`src/rtl/rv32i_inst_encode_pkg.sv`:
```
// rv32i_inst_encode_pkg: RV32I formats, opcodes and immediate range helper shared by the encoder
package rv32i_inst_encode_pkg;

   typedef logic [31:0] rv32i_inst_t;

   typedef enum logic [2:0] {
      FMT_R = 3'd0,
      FMT_I = 3'd1,
      FMT_S = 3'd2,
      FMT_B = 3'd3,
      FMT_U = 3'd4,
      FMT_J = 3'd5
   } inst_fmt_t;

   localparam logic [6:0] OPC_OP     = 7'h33;
   localparam logic [6:0] OPC_OP_IMM = 7'h13;
   localparam logic [6:0] OPC_LOAD   = 7'h03;
   localparam logic [6:0] OPC_STORE  = 7'h23;
   localparam logic [6:0] OPC_BRANCH = 7'h63;
   localparam logic [6:0] OPC_JAL    = 7'h6F;
   localparam logic [6:0] OPC_LUI    = 7'h37;

   // True when v[31:lsb] are all copies of the sign bit, i.e. v is representable
   // as a signed field whose top bit sits at position lsb.
   function automatic logic sext_fits(input logic [31:0] v, input int unsigned lsb);
      logic signed [31:0] s;
      s = $signed(v) >>> lsb;
      return (s == '0) || (s == '1);
   endfunction

endpackage

```
`src/rtl/rv32i_inst_encode_fmt_pack.sv`:
```
// rv32i_fmt_pack: combinational packer of RV32I fields and immediate into one instruction word
//   fmt/opcode/funct3/funct7/rd/rs1/rs2/imm : instruction fields, imm as full signed value
//   inst : packed word (raw, even when err is set)
//   err  : immediate out of range, misaligned, or unknown format
module rv32i_fmt_pack
   import rv32i_inst_encode_pkg::*;
(
   input  logic [2:0]  fmt,
   input  logic [6:0]  opcode,
   input  logic [2:0]  funct3,
   input  logic [6:0]  funct7,
   input  logic [4:0]  rd,
   input  logic [4:0]  rs1,
   input  logic [4:0]  rs2,
   input  logic [31:0] imm,
   output rv32i_inst_t inst,
   output logic        err
);

   always_comb begin
      inst = '0;
      err  = 1'b0;
      case (fmt)
         FMT_R: inst = {funct7, rs2, rs1, funct3, rd, opcode};
         FMT_I: begin
            inst = {imm[11:0], rs1, funct3, rd, opcode};
            err  = !sext_fits(imm, 11);
         end
         FMT_S: begin
            inst = {imm[11:5], rs2, rs1, funct3, imm[4:0], opcode};
            err  = !sext_fits(imm, 11);
         end
         FMT_B: begin
            inst = {imm[12], imm[10:5], rs2, rs1, funct3, imm[4:1], imm[11], opcode};
            err  = !sext_fits(imm, 12) || imm[0];
         end
         FMT_U: begin
            inst = {imm[31:12], rd, opcode};
            err  = |imm[11:0];
         end
         FMT_J: begin
            inst = {imm[20], imm[10:1], imm[11], imm[19:12], rd, opcode};
            err  = !sext_fits(imm, 20) || imm[0];
         end
         default: err = 1'b1;
      endcase
   end

endmodule

```
`src/rtl/rv32i_inst_encode.sv`:
```
// rv32i_inst_encode: two-stage valid/ready RV32I instruction encoder with saturating error count
//   req_* : request handshake and instruction fields (req_rdy combinational from rsp_rdy)
//   rsp_* : response handshake, encoded instruction and error flag
//   err_cnt : saturating count of errored responses accepted downstream
module rv32i_inst_encode
   import rv32i_inst_encode_pkg::*;
#(
   parameter int ERR_CNT_W   = 16,
   parameter bit ZERO_ON_ERR = 1'b1
)(
   input  logic                 clk,
   input  logic                 rst_n,
   input  logic                 req_vld,
   output logic                 req_rdy,
   input  logic [2:0]           req_fmt,
   input  logic [6:0]           req_opcode,
   input  logic [2:0]           req_funct3,
   input  logic [6:0]           req_funct7,
   input  logic [4:0]           req_rd,
   input  logic [4:0]           req_rs1,
   input  logic [4:0]           req_rs2,
   input  logic [31:0]          req_imm,
   output logic                 rsp_vld,
   input  logic                 rsp_rdy,
   output rv32i_inst_t          rsp_inst,
   output logic                 rsp_err,
   output logic [ERR_CNT_W-1:0] err_cnt
);

   logic        s1_vld, s2_vld, s1_adv, s2_adv;
   logic [2:0]  s1_fmt, s1_funct3;
   logic [6:0]  s1_opcode, s1_funct7;
   logic [4:0]  s1_rd, s1_rs1, s1_rs2;
   logic [31:0] s1_imm;
   rv32i_inst_t pk_inst;
   logic        pk_err;

   // Each stage moves when its successor is empty or being drained this cycle.
   assign s2_adv  = !s2_vld || rsp_rdy;
   assign s1_adv  = !s1_vld || s2_adv;
   assign req_rdy = s1_adv;
   assign rsp_vld = s2_vld;

   always_ff @(posedge clk) begin
      if (req_vld && s1_adv) begin
         s1_fmt    <= req_fmt;
         s1_opcode <= req_opcode;
         s1_funct3 <= req_funct3;
         s1_funct7 <= req_funct7;
         s1_rd     <= req_rd;
         s1_rs1    <= req_rs1;
         s1_rs2    <= req_rs2;
         s1_imm    <= req_imm;
      end
   end

   rv32i_fmt_pack u_pack (
      .fmt    (s1_fmt),
      .opcode (s1_opcode),
      .funct3 (s1_funct3),
      .funct7 (s1_funct7),
      .rd     (s1_rd),
      .rs1    (s1_rs1),
      .rs2    (s1_rs2),
      .imm    (s1_imm),
      .inst   (pk_inst),
      .err    (pk_err)
   );

   always_ff @(posedge clk or negedge rst_n) begin
      if (!rst_n) begin
         s1_vld   <= 1'b0;
         s2_vld   <= 1'b0;
         rsp_inst <= '0;
         rsp_err  <= 1'b0;
         err_cnt  <= '0;
      end else begin
         if (s1_adv)
            s1_vld <= req_vld;
         if (s2_adv)
            s2_vld <= s1_vld;
         if (s2_adv && s1_vld) begin
            rsp_inst <= (pk_err && ZERO_ON_ERR) ? '0 : pk_inst;
            rsp_err  <= pk_err;
         end
         if (rsp_vld && rsp_rdy && rsp_err && !(&err_cnt))
            err_cnt <= err_cnt + ERR_CNT_W'(1);
      end
   end

endmodule

```
`config.mk`:
```
export PLATFORM = sky130hd
export DESIGN_NAME = rv32i_inst_encode
export DESIGN_NICKNAME = d
export VERILOG_FILES = /design/src/rtl/rv32i_inst_encode_pkg.sv /design/src/rtl/rv32i_inst_encode_fmt_pack.sv /design/src/rtl/rv32i_inst_encode.sv
export SDC_FILE = /design/constraint.sdc
export NUM_CORES = 1
export LEC_CHECK = 0
export CAP_MARGIN = 40
export CORE_MARGIN = 10
export CORE_UTILIZATION = 25
export DETAILED_ROUTE_END_ITERATION = 12
export PLACE_DENSITY = 0.57
export SYNTH_ARGS = -nofsm -noshare
export SYNTH_HDL_FRONTEND = slang
export SYNTH_SLANG_ARGS = --single-unit
export TNS_END_PERCENT = 30
```
`constraint.sdc`:
```
create_clock -name clk -period 5.2 [get_ports clk]
set_input_delay 1.04 -clock clk [delete_from_list [all_inputs] [get_ports clk]]
set_output_delay 1.04 -clock clk [all_outputs]
set_load 0.02 [all_outputs]
```
Yosys cells after proc, flatten, opt, wreduce, memory -nomap -nowiden
Index checks and enable logic that the tools add are counted.
{ "op_classes": {"mux": 3, "addsub": 1, "n_reduce_logical": 25, "eq_ne": 8} }
{ "ops": {"columns": ["op", "n"], "rows": [
  ["$pmux W32 S6", 1],
  ["$eq A32 B32 Y1 const B", 3],
  ["$logic_not A32 Y1", 3],
  ["$mux W32", 1],
  ["$add A16 B1 Y16 const B", 1],
  ["$reduce_and A16 Y1", 1],
  ["$reduce_or A12 Y1", 1],
  ["$logic_or A1 B1 Y1", 7],
  ["$eq A3 B2 Y1 const B", 2],
  ["$eq A3 B3 Y1 const B", 2],
  ["$logic_not A1 Y1", 6],
  ["$logic_and A1 B1 Y1", 5],
  ["$pmux W1 S5", 1],
  ["$eq A3 B1 Y1 const B", 1],
  ["$logic_not A3 Y1", 1],
  ["$reduce_or A2 Y1", 1]
]} }
{ "totals": {"regBits": 118, "word_cells": 50} }

Longest topological paths before layout
{ "logic_depth": {"depth_word": 6, "depth_mapped": 8} }

Cells and area by module
A second synthesis with hierarchy kept.
{ "hier_totals": {"cells_unflattened": 419, "hier_area_um2": 5031.1} }
{ "by_module_without_submodules": {"columns": ["mod", "cells_each", "seq_area_each_um2", "instances", "area_per_inst_um2"], "rows": [
  ["rv32i_inst_encode", 284, 3288.2, 1, 4245.3],
  ["rv32i_fmt_pack", 135, 0.0, 1, 785.8]
]} }

Least setup slack after synthesis
OpenSTA, ideal clock, no wires.
{ "synth_path": {"path_kind": "input-to-reg", "startpoint": "input port rsp_rdy", "endpoint": "register s1_fmt[0], enable pin", "required_time_ns": 4.768, "slack_ns": 1.852, "path_buffers": 0, "stages": 2, "arrival_time_ns": 2.916, "path_cell_list": "nand3b_1 > and2_1"} }
{ "synth_between": {"elab_chain_cells": 3} }
{ "synth_lines": {"columns": ["element", "line", "text"], "rows": [
  ["from (decl)", "rv32i_inst_encode.sv:24", "input logic rsp_rdy,"],
  ["$logic_or A1 B1 Y1", "rv32i_inst_encode.sv:39", "assign s2_adv = !s2_vld || rsp_rdy;"],
  ["$logic_or A1 B1 Y1", "rv32i_inst_encode.sv:40", "assign s1_adv = !s1_vld || s2_adv;"],
  ["$logic_and A1 B1 Y1", "rv32i_inst_encode.sv:45", "if (req_vld && s1_adv) begin"],
  ["to (signal assigned)", "rv32i_inst_encode.sv:46", "s1_fmt <= req_fmt;"],
  ["to (decl)", "rv32i_inst_encode.sv:31", "logic [2:0] s1_fmt, s1_funct3;"]
]} }
Every way passes these cells.
A chain may end at the register's enable or synchronous reset.

Final worst setup path
{ "layout_path": {"startpoint": "input port rsp_rdy", "endpoint": "output port req_rdy"} }
{ "layout_between": {"elab_chain_cells": 2} }
{ "layout_lines": {"columns": ["element", "line", "text"], "rows": [
  ["$logic_or A1 B1 Y1", "rv32i_inst_encode.sv:39", null],
  ["$logic_or A1 B1 Y1", "rv32i_inst_encode.sv:40", null],
  ["to (decl)", "rv32i_inst_encode.sv:14", "output logic req_rdy,"]
]} }
Every way passes these cells.

==> flow_summary.ini <==
[hold_path]
min_from = rsp_inst[31]
holdPathStages = 2
hold_end = rsp_inst[31]
hp-class = reg2reg

[die]
die_x_um = 162
fp-row-count = 51
io-pin-count = 122
initial_core_util = 0.256
core_area_sq_um = 19600
die_h_um = 162
die-area_sq_um = 26100

[clock_tree]
postCtsHoldBufs = 0
clock_latency_ns = 0.41
cts.path.max_buffers = 2
clk_pin_slew_worst_paths_ns = 0.05
cts-root-buf = clkbuf_16
cts_buffers = 17
cts_sinks = 118
cts_max_level = 4
post_cts_resized = 0
post-cts-setup-buffer-count = 0
cts_tree = done

[power]
vdd_drop_max_uv = 201
p_leak_nw = 2.67
powerDensity_nw_per_um2 = 390
total_power_mw = 2.79

[worst_setup_path]
r2r_end = rsp_inst[7]
arrival_ns = 2.33
critical_path_class = in2out
rr_worst_depth = 6
crit_required_ns = 4.16
start_kind = input pin
reg2reg_slack_ns = 2.11
worstPathMaxFanout = 4
regToRegStartpoint = s1_fmt[2]
crit_path_end_kind = primary output

[cells_and_area]
drive_gt1_frac = 0.145
antennaDiodeCount = 0
nets = 569
fin_util = 0.365
fill_cells = 1930
fin_area_sq_um = 7150
syn_to_final_growth_pct = 42.5

[routing]
dr.pass1.iters = 5
drc = 0
wl_per_cell_um = 17.6
vias = 3458
postRouteAntennaNets = 0
first_iter_violations = 190
routed_wl_um = 13700
via_per_inst = 4.46

[sta]
finalCritPeriodShare = 0.648
finalSetupViolations = 0
slew_viol_final = 0
fin_skew_ns = 0.00875
rsz0062_at_grt = false
clock.fmax_mhz = 297
period_needed_ns = 3.37
final.setup.tns_ns = 0
layout_setup_ws_ns = 1.83
relSlewSlack = 0.417
finalHoldViolCount = 0
tightest_slew_ns = 0.874

[logic_synthesis]
synth-edff-count = 67
ys_seq_elements = 118
syn-cell-area_sq_um = 5020
synth_cell_types = 44
syn_avg_cell_area_sq_um = 13.5
synth_top_area_share = 0.401
yosys_warnings = 0
ys.flop_type = edfxtp_1
yosysSeqAreaShare = 0.655
async_flop_share = 0.432
ys_top_cells_by_area = edfxtp_1 (40%), dfrtp_1 (25%), o31ai_2 (7.0%)
synthesis.nets = 443
synth_cells = 371
yosys.area.top_type = edfxtp_1

[placed_design]
io_buffers = 121
place_area_sq_um = 6540
dp_slack_ns = 1.84
dp_hpwl_um = 10500
gp_congestion = 0.843

[grt]
grt_pass1_vias = 3645
grt_pass1_wl_um = 21300
antenna_found_initial = 0
grt.overflow.total = 0
grt_max_degree = 47
grt_usage = 0.106

[status]
status = finished clean

[job]
maxCapViolCount = 0
==> where the power goes <==
group | switching [mW] | total (mW) | leakage (nW) | internal, mW
clock | 0.431 | 1.19 | 0.289 | 0.757
combinational | 0.227 | 0.437 | 1.06 | 0.210
sequential | 0.0797 | 1.17 | 1.32 | 1.09
==> cells in the mapped netlist (2+ instances only) <==
cell type,instances
a21oi_1,15
a22oi_1,21
a31oi_1,2
and2_1,2
and3_1,6
buf_2,6
buf_6,3
clkbuf_1,9
dfrtp_1,51
edfxtp_1,67
inv_1,9
mux2_2,2
mux2i_1,4
nand2_1,47
nand2b_1,4
nand3_1,6
nand4_1,10
nor2_1,13
nor2b_1,12
nor3_1,3
nor4_1,7
o21ai_0,4
o22a_1,7
o31ai_1,3
o31ai_2,28
xnor2_1,7
xor2_1,6
==> placed cells by master (no fill, tap or decap), drive strengths merged, types with 7 or more instances in the layout <==
cell type / instances
clkdlybuf4s50: 120
nor2: 13
nand4: 10
dfrtp: 51
a21oi: 15
o31ai: 32
nand2: 47
nor4: 8
xnor2: 7
o22a: 7
edfxtp: 67
inv: 12
clkbuf: 18
a22oi: 21
nor2b: 12
==> cells by family (layout without fill, tap and decap cells) <==
group,after synthesis,count (layout),share of synthesized area
AOI/OAI and AO/OA,90,90,0.165
xor gates and xnor gates,13,13,0.0227
adders and majority gates,1,1,0.00249
buffers and inverters,28,167,0.0269
DFF,118,118,0.655
muxes,7,7,0.0147
and+or+nand+nor,114,114,0.113
==> routing by layer <==
| layer | wire length (um) | GRT usage | vias up | part of all wire |
|---|---|---|---|---|
| li1 | - | - | 1664 | - |
| met1 | 5860 | 0.124 | 1677 | 0.43 |
| met2 | 6620 | 0.168 | 105 | 0.49 |
| met3 | 1010 | 0.0463 | 12 | 0.074 |
| met4 | 165 | 0.0397 | 0 | 0.012 |
| met5 | 0 | 0 | - | 0 |
==> worst max-delay path, cell delays in order <==
cell,delay [ns]
clkdlybuf4s50_1,0.51
nand3b_1,0.16
clkdlybuf4s50_1,0.62
==> worst max path at each step <==
stage                     depth (start not counted)   endpoint     from
after floorplan                                   2  s1_fmt[0]  rsp_rdy
after global placement                            3    req_rdy  rsp_rdy
after detailed placement                          3    req_rdy  rsp_rdy
after CTS                                         3    req_rdy  rsp_rdy
after global routing                              3    req_rdy  rsp_rdy
final                                             3    req_rdy  rsp_rdy
==> layout make-up <==
type                    instances  area (sq um)  area share
well taps                     265           332      0.0464
multi-input cells             225          1610       0.226
flip-flops and latches        118          3290       0.460
clock buffers                  18           429      0.0600
repair buffers                126          1280       0.179
clock inverters                14           175      0.0245
inverters                       9          33.8     0.00473
==> flip-flops by register name, summed over array words and instances, names as in the netlist <==
name,flops
rsp_inst,32
s1_imm,32
err_cnt,16
s1_funct7,7
s1_opcode,7
s1_rd,5
s1_rs1,5
s1_rs2,5
s1_fmt,3
s1_funct3,3
rsp_err,1
rsp_vld,1
s1_vld,1
==> stage by stage <==
step,instances,hold slack (ns)
2_1_floorplan,371,0.471
3_3_place_gp,741,0.468
3_5_place_dp,743,0.471
4_1_cts,775,0.484
5_1_grt,775,0.502
6_report,775,0.479
(Power assumes the default switching activity.)
